File: config.mk
export PLATFORM = sky130hd
export DESIGN_NAME = axi_rd_arbiter_flat
export DESIGN_NICKNAME = d
export VERILOG_FILES = /design/src/rtl/axi_rd_arbiter_if.sv /design/src/rtl/axi_rd_arbiter.sv /design/src/flat_wrapper.sv
export SDC_FILE = /design/constraint.sdc
export NUM_CORES = 1
export LEC_CHECK = 0
export ABC_AREA = 1
export CORE_AREA = 4 4 100 102
export CTS_CLUSTER_DIAMETER = 50
export CTS_CLUSTER_SIZE = 14
export DETAILED_ROUTE_END_ITERATION = 8
export DIE_AREA = 0 0 104 106
export PLACE_DENSITY = 0.72
export SETUP_SLACK_MARGIN = 0.05
export SLEW_MARGIN = 30
export SYNTH_ARGS = -nofsm -noshare
export SYNTH_HDL_FRONTEND = slang
export SYNTH_SLANG_ARGS = --single-unit
File: constraint.sdc
create_clock -name clk -period 2.1 [get_ports clk]
set_clock_uncertainty 0.05 [all_clocks]
set_input_delay 0.525 -clock clk [delete_from_list [all_inputs] [get_ports clk]]
set_output_delay 0.525 -clock clk [all_outputs]
set_load 0.05 [all_outputs]
File: src/rtl/axi_rd_arbiter_if.sv
// AXI read-only bus bundle (AR + R channels) shared by both requesters and the
// memory side of the arbiter.
//
// Handshake rule for every channel: a transfer happens on the rising clk edge
// where valid and ready are both high; the source holds payload and valid
// steady until that edge, and ready may go up or down at any time.
interface axi_rd_if;
    logic [31:0] araddr;
    logic [7:0]  arlen;
    logic [2:0]  arsize;
    logic [1:0]  arburst;
    logic        arvalid;
    logic        arready;
    logic [31:0] rdata;
    logic [1:0]  rresp;
    logic        rlast;
    logic        rvalid;
    logic        rready;

    // Side that issues read requests and consumes read data.
    modport master (
        output araddr, arlen, arsize, arburst, arvalid, rready,
        input  arready, rdata, rresp, rlast, rvalid
    );

    // Side that accepts read requests and returns read data.
    modport slave (
        input  araddr, arlen, arsize, arburst, arvalid, rready,
        output arready, rdata, rresp, rlast, rvalid
    );
endinterface

File: src/rtl/axi_rd_arbiter.sv
// Two-master AXI read arbiter: m0 (display scanout) has priority over m1
// (DMA), with a starvation counter that forces m1 through after STARVE_LIMIT
// consecutive m0 wins. One burst is outstanding on the memory side at a time;
// payload and data pass through combinationally with no buffering.
module axi_rd_arbiter #(
    parameter int STARVE_LIMIT = 4
) (
    input  logic       clk,
    input  logic       rst,
    axi_rd_if.slave    m0,
    axi_rd_if.slave    m1,
    axi_rd_if.master   s,
    output logic [1:0] grant,
    output logic       busy,
    output logic       rerr_sticky,
    output logic [1:0] state_dbg
);

    typedef enum logic [1:0] {
        IDLE = 2'd0,
        ADDR = 2'd1,
        DATA = 2'd2
    } state_t;

    localparam logic [3:0] LIMIT = 4'(STARVE_LIMIT);

    state_t     state, state_nxt;
    logic [1:0] grant_nxt;
    logic [3:0] starve_ctr, starve_nxt;
    logic       ar_hs;
    logic       r_hs;
    logic       in_addr;
    logic       in_data;

    assign in_addr   = (state == ADDR);
    assign in_data   = (state == DATA);
    assign ar_hs     = s.arvalid && s.arready;
    assign r_hs      = s.rvalid && s.rready;
    assign busy      = in_addr || in_data;
    assign state_dbg = state;

    // State, owner, starvation count and error flag registers.
    always_ff @(posedge clk) begin
        if (rst) begin
            state       <= IDLE;
            grant       <= 2'b00;
            starve_ctr  <= 4'd0;
            rerr_sticky <= 1'b0;
        end else begin
            state      <= state_nxt;
            grant      <= grant_nxt;
            starve_ctr <= starve_nxt;
            if (r_hs && (s.rresp != 2'b00)) begin
                rerr_sticky <= 1'b1;
            end
        end
    end

    // Arbitration in IDLE and burst sequencing through ADDR and DATA.
    always_comb begin
        state_nxt  = state;
        grant_nxt  = grant;
        starve_nxt = starve_ctr;
        case (state)
            IDLE: begin
                grant_nxt = 2'b00;
                if (m0.arvalid || m1.arvalid) begin
                    state_nxt = ADDR;
                    // m0 wins unless m1 has waited through LIMIT m0 grants.
                    if (m0.arvalid && (!m1.arvalid || (starve_ctr != LIMIT))) begin
                        grant_nxt = 2'b01;
                        if (m1.arvalid && (starve_ctr < LIMIT)) begin
                            starve_nxt = starve_ctr + 4'd1;
                        end
                    end else begin
                        grant_nxt  = 2'b10;
                        starve_nxt = 4'd0;
                    end
                end
            end
            ADDR: begin
                if (ar_hs) begin
                    state_nxt = DATA;
                end
            end
            DATA: begin
                // Burst length comes only from s.rlast; arlen is never decoded.
                if (r_hs && s.rlast) begin
                    state_nxt = IDLE;
                    grant_nxt = 2'b00;
                end
            end
            default: begin
                state_nxt = IDLE;
                grant_nxt = 2'b00;
            end
        endcase
    end

    // AR channel steering: payload muxed by owner, handshake live only in ADDR.
    always_comb begin
        s.araddr   = grant[1] ? m1.araddr  : m0.araddr;
        s.arlen    = grant[1] ? m1.arlen   : m0.arlen;
        s.arsize   = grant[1] ? m1.arsize  : m0.arsize;
        s.arburst  = grant[1] ? m1.arburst : m0.arburst;
        s.arvalid  = 1'b0;
        m0.arready = 1'b0;
        m1.arready = 1'b0;
        if (in_addr) begin
            s.arvalid  = (grant[0] && m0.arvalid) || (grant[1] && m1.arvalid);
            m0.arready = grant[0] && s.arready;
            m1.arready = grant[1] && s.arready;
        end
    end

    // R channel steering: only the owner sees data, and only in DATA.
    always_comb begin
        s.rready  = 1'b0;
        m0.rvalid = 1'b0;
        m0.rdata  = 32'd0;
        m0.rresp  = 2'b00;
        m0.rlast  = 1'b0;
        m1.rvalid = 1'b0;
        m1.rdata  = 32'd0;
        m1.rresp  = 2'b00;
        m1.rlast  = 1'b0;
        if (in_data) begin
            s.rready = (grant[0] && m0.rready) || (grant[1] && m1.rready);
            if (grant[0]) begin
                m0.rvalid = s.rvalid;
                m0.rdata  = s.rdata;
                m0.rresp  = s.rresp;
                m0.rlast  = s.rlast;
            end
            if (grant[1]) begin
                m1.rvalid = s.rvalid;
                m1.rdata  = s.rdata;
                m1.rresp  = s.rresp;
                m1.rlast  = s.rlast;
            end
        end
    end

endmodule

File: src/flat_wrapper.sv
// flat-port wrapper written by rule: the top's interface ports become plain ports
module axi_rd_arbiter_flat 
#(
    parameter int STARVE_LIMIT = 4
)
  (clk, rst, grant, busy, rerr_sticky, state_dbg, m0_araddr, m0_arlen, m0_arsize, m0_arburst, m0_arvalid, m0_rready, m0_arready, m0_rdata, m0_rresp, m0_rlast, m0_rvalid, m1_araddr, m1_arlen, m1_arsize, m1_arburst, m1_arvalid, m1_rready, m1_arready, m1_rdata, m1_rresp, m1_rlast, m1_rvalid, s_araddr, s_arlen, s_arsize, s_arburst, s_arvalid, s_rready, s_arready, s_rdata, s_rresp, s_rlast, s_rvalid);
  axi_rd_if m0_i ();
  axi_rd_if m1_i ();
  axi_rd_if s_i ();
  input  logic clk;
  input  logic rst;
  output logic [1:0] grant;
  output logic busy;
  output logic rerr_sticky;
  output logic [1:0] state_dbg;
  input wire logic [$bits(m0_i.araddr)-1:0] m0_araddr;
  input wire logic [$bits(m0_i.arlen)-1:0] m0_arlen;
  input wire logic [$bits(m0_i.arsize)-1:0] m0_arsize;
  input wire logic [$bits(m0_i.arburst)-1:0] m0_arburst;
  input wire logic [$bits(m0_i.arvalid)-1:0] m0_arvalid;
  input wire logic [$bits(m0_i.rready)-1:0] m0_rready;
  output wire logic [$bits(m0_i.arready)-1:0] m0_arready;
  output wire logic [$bits(m0_i.rdata)-1:0] m0_rdata;
  output wire logic [$bits(m0_i.rresp)-1:0] m0_rresp;
  output wire logic [$bits(m0_i.rlast)-1:0] m0_rlast;
  output wire logic [$bits(m0_i.rvalid)-1:0] m0_rvalid;
  input wire logic [$bits(m1_i.araddr)-1:0] m1_araddr;
  input wire logic [$bits(m1_i.arlen)-1:0] m1_arlen;
  input wire logic [$bits(m1_i.arsize)-1:0] m1_arsize;
  input wire logic [$bits(m1_i.arburst)-1:0] m1_arburst;
  input wire logic [$bits(m1_i.arvalid)-1:0] m1_arvalid;
  input wire logic [$bits(m1_i.rready)-1:0] m1_rready;
  output wire logic [$bits(m1_i.arready)-1:0] m1_arready;
  output wire logic [$bits(m1_i.rdata)-1:0] m1_rdata;
  output wire logic [$bits(m1_i.rresp)-1:0] m1_rresp;
  output wire logic [$bits(m1_i.rlast)-1:0] m1_rlast;
  output wire logic [$bits(m1_i.rvalid)-1:0] m1_rvalid;
  output wire logic [$bits(s_i.araddr)-1:0] s_araddr;
  output wire logic [$bits(s_i.arlen)-1:0] s_arlen;
  output wire logic [$bits(s_i.arsize)-1:0] s_arsize;
  output wire logic [$bits(s_i.arburst)-1:0] s_arburst;
  output wire logic [$bits(s_i.arvalid)-1:0] s_arvalid;
  output wire logic [$bits(s_i.rready)-1:0] s_rready;
  input wire logic [$bits(s_i.arready)-1:0] s_arready;
  input wire logic [$bits(s_i.rdata)-1:0] s_rdata;
  input wire logic [$bits(s_i.rresp)-1:0] s_rresp;
  input wire logic [$bits(s_i.rlast)-1:0] s_rlast;
  input wire logic [$bits(s_i.rvalid)-1:0] s_rvalid;
  assign m0_i.araddr = m0_araddr;
  assign m0_i.arlen = m0_arlen;
  assign m0_i.arsize = m0_arsize;
  assign m0_i.arburst = m0_arburst;
  assign m0_i.arvalid = m0_arvalid;
  assign m0_i.rready = m0_rready;
  assign m0_arready = m0_i.arready;
  assign m0_rdata = m0_i.rdata;
  assign m0_rresp = m0_i.rresp;
  assign m0_rlast = m0_i.rlast;
  assign m0_rvalid = m0_i.rvalid;
  assign m1_i.araddr = m1_araddr;
  assign m1_i.arlen = m1_arlen;
  assign m1_i.arsize = m1_arsize;
  assign m1_i.arburst = m1_arburst;
  assign m1_i.arvalid = m1_arvalid;
  assign m1_i.rready = m1_rready;
  assign m1_arready = m1_i.arready;
  assign m1_rdata = m1_i.rdata;
  assign m1_rresp = m1_i.rresp;
  assign m1_rlast = m1_i.rlast;
  assign m1_rvalid = m1_i.rvalid;
  assign s_araddr = s_i.araddr;
  assign s_arlen = s_i.arlen;
  assign s_arsize = s_i.arsize;
  assign s_arburst = s_i.arburst;
  assign s_arvalid = s_i.arvalid;
  assign s_rready = s_i.rready;
  assign s_i.arready = s_arready;
  assign s_i.rdata = s_rdata;
  assign s_i.rresp = s_rresp;
  assign s_i.rlast = s_rlast;
  assign s_i.rvalid = s_rvalid;
  axi_rd_arbiter #(.STARVE_LIMIT(STARVE_LIMIT)) u_core (.clk(clk), .rst(rst), .m0(m0_i), .m1(m1_i), .s(s_i), .grant(grant), .busy(busy), .rerr_sticky(rerr_sticky), .state_dbg(state_dbg));
endmodule
==> results by stage <==
Floorplan:
- The die covers about 11,000 µm².
- The site row count is 35.
- Pin placement for this block handled 260 I/O pins.
- The die is roughly 110 µm tall.
- In this run the horizontal extent of the chip is roughly 100 µm.
- For this configuration, the core starts out at a cell density of 17.0%.
- The core region is 9110 µm².

Outcome:
- The flow ran to the end, and the final reports show no timing, DRC or antenna violations.

Route:
- The pre-antenna-repair detailed-routing pass consisted of 4 iterations.
- Dividing the detail-routed wire length by the instance count gives between 15 and 20 µm.
- The number of vias in the routed layout is just over 3,000.
- In the routed layout, each cell is associated on average with a via count of 4.26.
- The initial detailed-routing violation count is about 100.
- The post-route antenna net violation count is 0.
- After detailed routing, the number of remaining DRC violations is 0.
- The wire length after detailed routing is about 11,000 µm.

Synthesis:
- The adder and majority cell fraction of the synthesized area is approximately 4.9%.
- After synthesis the netlist holds a flip-flop and latch count of 9.
- Yosys printed 0 warnings.
- The cell taking the most area after synthesis is nand2_1.
- Averaged over all synthesized cells, the footprint is roughly 4.5 µm².
- In this run the biggest area consumer among cell types represents about 38% of the synthesized area.
- Ranked by instance count, the synthesized netlist is headed by nand2_1 (156), nor2_1 (82), inv_1 (47).
- By area, the combinational part of the netlist is dominated by simple AND/OR/NAND/NOR gates.
- In the synthesized netlist the async set-or-reset flop fraction comes to 0%.
- The synthesized netlist devotes between 60% and 70% of its cell area to simple gates.
- The post-synthesis instance area is 1550 µm².
- The number of nets produced by synthesis is roughly 480.
- The xor/xnor cell area share of the yosys netlist is 0%.
- Synthesis handed over a netlist of about 340 instances.
- After synthesis, flip-flops and latches occupy a little under an eighth of the total area.
- Sorting the synthesized cells by area gives the leading types as nand2_1 (38%), nor2_1 (20%), dfxtp_1 (12%).
- After synthesis, the share of cell area in mux cells is 0%.
- Among all cell types in the netlist, the one instantiated most often is nand2_1.
- The post-synthesis cell type count is 18.
- The synthesized design contains 0 enable-type register cells.
- The area fraction in compound gates after synthesis is ~4.3%.
- The commonest register cell after synthesis is dfxtp_1.

Worst setup path:
- The critical path class is in2out.
- For flop-to-flop paths, the worst setup slack is between 0.6 and 0.7 ns.
- For the worst setup path, the data required time is roughly 1.5 ns.
- The critical-path maximum fanout is 3.
- The sort of element at the end of the critical path is an output port.
- The endpoint arrival time on the critical path is 1.45 ns.
- STA classifies the critical path startpoint as a primary input.

Power:
- The proportion of total power due to net switching is about 62%.
- The cell-internal power is approximately 2.0 mW.
- Summed over all cells, the static leakage comes to between 2 and 3 nW.
- The total power divided by cell area is around 910 nW/µm².
- In this run the power spent charging and discharging nets is 3.26 mW.
- The combinational cell fraction of total power is about nine tenths.
- The share of total power dissipated in the clock network is under 10%.
- The share of power burned in registers is about 6.1%.
- IR analysis of the VDD net gives a maximum drop of around 0.72 mV.

Global route:
- The initial antenna violation count is 2.
- The total overflow left after global routing is 0.
- In the global route stage, met2 resource usage came out at 36.3%.
- The global-route total usage across every layer is 18.6%.
- The met3 usage in global routing is 6.92%.
- The via count of the first global-routing pass was about 3,100.
- The first global-routing pass estimated about 16,000 µm of wire.
- The most utilized layer in the global route result is met2.
- The met1 routing resource usage after global routing is between 10% and 20%.
- The maximum number of pins on one net before global-route repair is 46.

Cells and area:
- Fill cells in the final layout number roughly 730.
- The diode insertion count for antenna repair is 0.
- The finished layout cell area is 5780 µm².
- At the end of the flow, the number of nets in the layout was approximately 750.
- The synthesis-to-finish area growth is 274%.
- The proportion of layout cells with a drive suffix above 1 is between 30 and 40%.
- The final cell utilization of the core is about 63%.

CTS:
- The H-tree level count is 1.
- TritonCTS created 3 clock buffers.
- CTS saw 9 sinks.
- Clock-pin slew was measured on the worst setup and hold paths at 0.05 ns.
- The buffer depth of the longest clock path is 2.
- Clock latency on the worst-skew pair, taken at its later pin, is between 0.2 and 0.25 ns.
- The cell sitting at the root of the clock tree is a clkbuf_8.
- Hold repair after CTS inserted 0 buffers.
- The TritonCTS clock tree is built.

Timing:
- The post-route setup TNS is 0 ns.
- Headroom to the max-slew limit came out at 64.5%.
- The final critical path takes up approximately 97% of the cycle.
- At the pin with the least slew margin, the transition time is roughly 0.53 ns.
- The final critical-path required period is between 2 and 2.5 ns.
- The max-slew violation count is 0.
- The number of failing hold endpoints at the final stage is 0.
- Based on the critical path, the design can be clocked at up to 493 MHz.
- The number of setup violations in the final report is 0.
- Setup repair after global routing could not meet its margin everywhere.

Min path:
- The class of the tightest hold or removal check is reg2reg.

Placed design:
- Buffers placed on the I/O ports in this run total about 260.
- The area of placed instances is approximately 5500 µm².
- Summed over all nets, the half-perimeter wirelength after detailed placement is 9670 µm.
- The final RePlAce weighted congestion is just over 0.8.

Flow run:
- Max-cap violations in this run came to 0.
-- cell usage in the layout, fill, tap and decap left out, drive strengths merged, types with 2 or more instances in the layout --
master / count
dfxtp: 9
a21oi: 10
inv: 48
nand4: 3
ha: 6
nor2: 82
buf: 140
dlymetal6s2s: 2
clkbuf: 7
dlygate4sd2: 2
nand3: 6
nand2: 157
clkdlybuf4s50: 129
nor3: 2
-- area by class of cell --
cell class,count,area [µm²],share of cell area (%)
Timing Repair Buffer,276,3530,61.1
Multi-Input combinational cell,269,1690,29.2
Sequential cell,9,190,3.29
Inverter,48,185,3.20
Tap cell,111,139,2.40
Clock buffer,4,45.0,0.779
-- through the flow --
step / setup WS [ns] / std cells / hold WS, ns / power (mW)
floorplan: 0.0517 / 342 / 0.391 / 3.16
global placement: -0.0372 / 705 / 0.389 / 4.88
detailed placement: -0.0433 / 705 / 0.402 / 4.93
CTS: 0.0271 / 711 / 0.409 / 5.21
global route: 0.0153 / 717 / 0.446 / 5.57
finish: 0.0733 / 717 / 0.405 / 5.28
-- sequential cells by signal, summed over array words and instances, names as in the netlist --
name	cells
u_core.rerr_sticky	1
u_core.state_dbg	2
u_core.starve_ctr	4
u_core.grant	2
-- path summary, 6_finish.rpt --
kind	from	endpoint	cells after the start
worst min register to register	u_core.rerr_sticky	u_core.rerr_sticky	2
worst max-delay path	s_rvalid	m1_rvalid	4
worst max register to register	u_core.state_dbg[0]	u_core.rerr_sticky	8
worst min-delay path	u_core.rerr_sticky	u_core.rerr_sticky	2
-- cell families after synthesis --
logic type,count (synthesis)
AO/OA/AOI/OAI,12
adder cells (fa/ha/maj),6
AND/OR/NAND/NOR,251
flip-flops,9
buffers and inverters,64
-- worst max-delay path: stages --
cell and delay (ns):
clkdlybuf4s50_1 0.50, inv_1 0.13, nor2_4 0.15, buf_12 0.14
-- metal layers --
metal,share of wire (%),up-vias
met2,54,171
li1,-,1529
met3,9.0,14
met5,0.24,-
met4,1.4,4
met1,35,1340
-- what timing repair did --
action,in CTS,in global routing
gates cloned,0,4
endpoints found under the setup margin,119,85
pin swaps,3,4
buffers inserted,2,2
hold endpoints to repair,0,0
gates resized for setup,15,17
-- power by group through the flow --
stage / clock network [mW] / registers [mW] / logic (mW)
floorplan: 0 / 0.383 / 2.78
global placement: 0 / 0.309 / 4.57
detailed placement: 0 / 0.309 / 4.62
CTS: 0.212 / 0.315 / 4.68
global route: 0.222 / 0.331 / 5.01
finish: 0.203 / 0.323 / 4.75
Note: power is estimated with default switching activity, not from simulation.
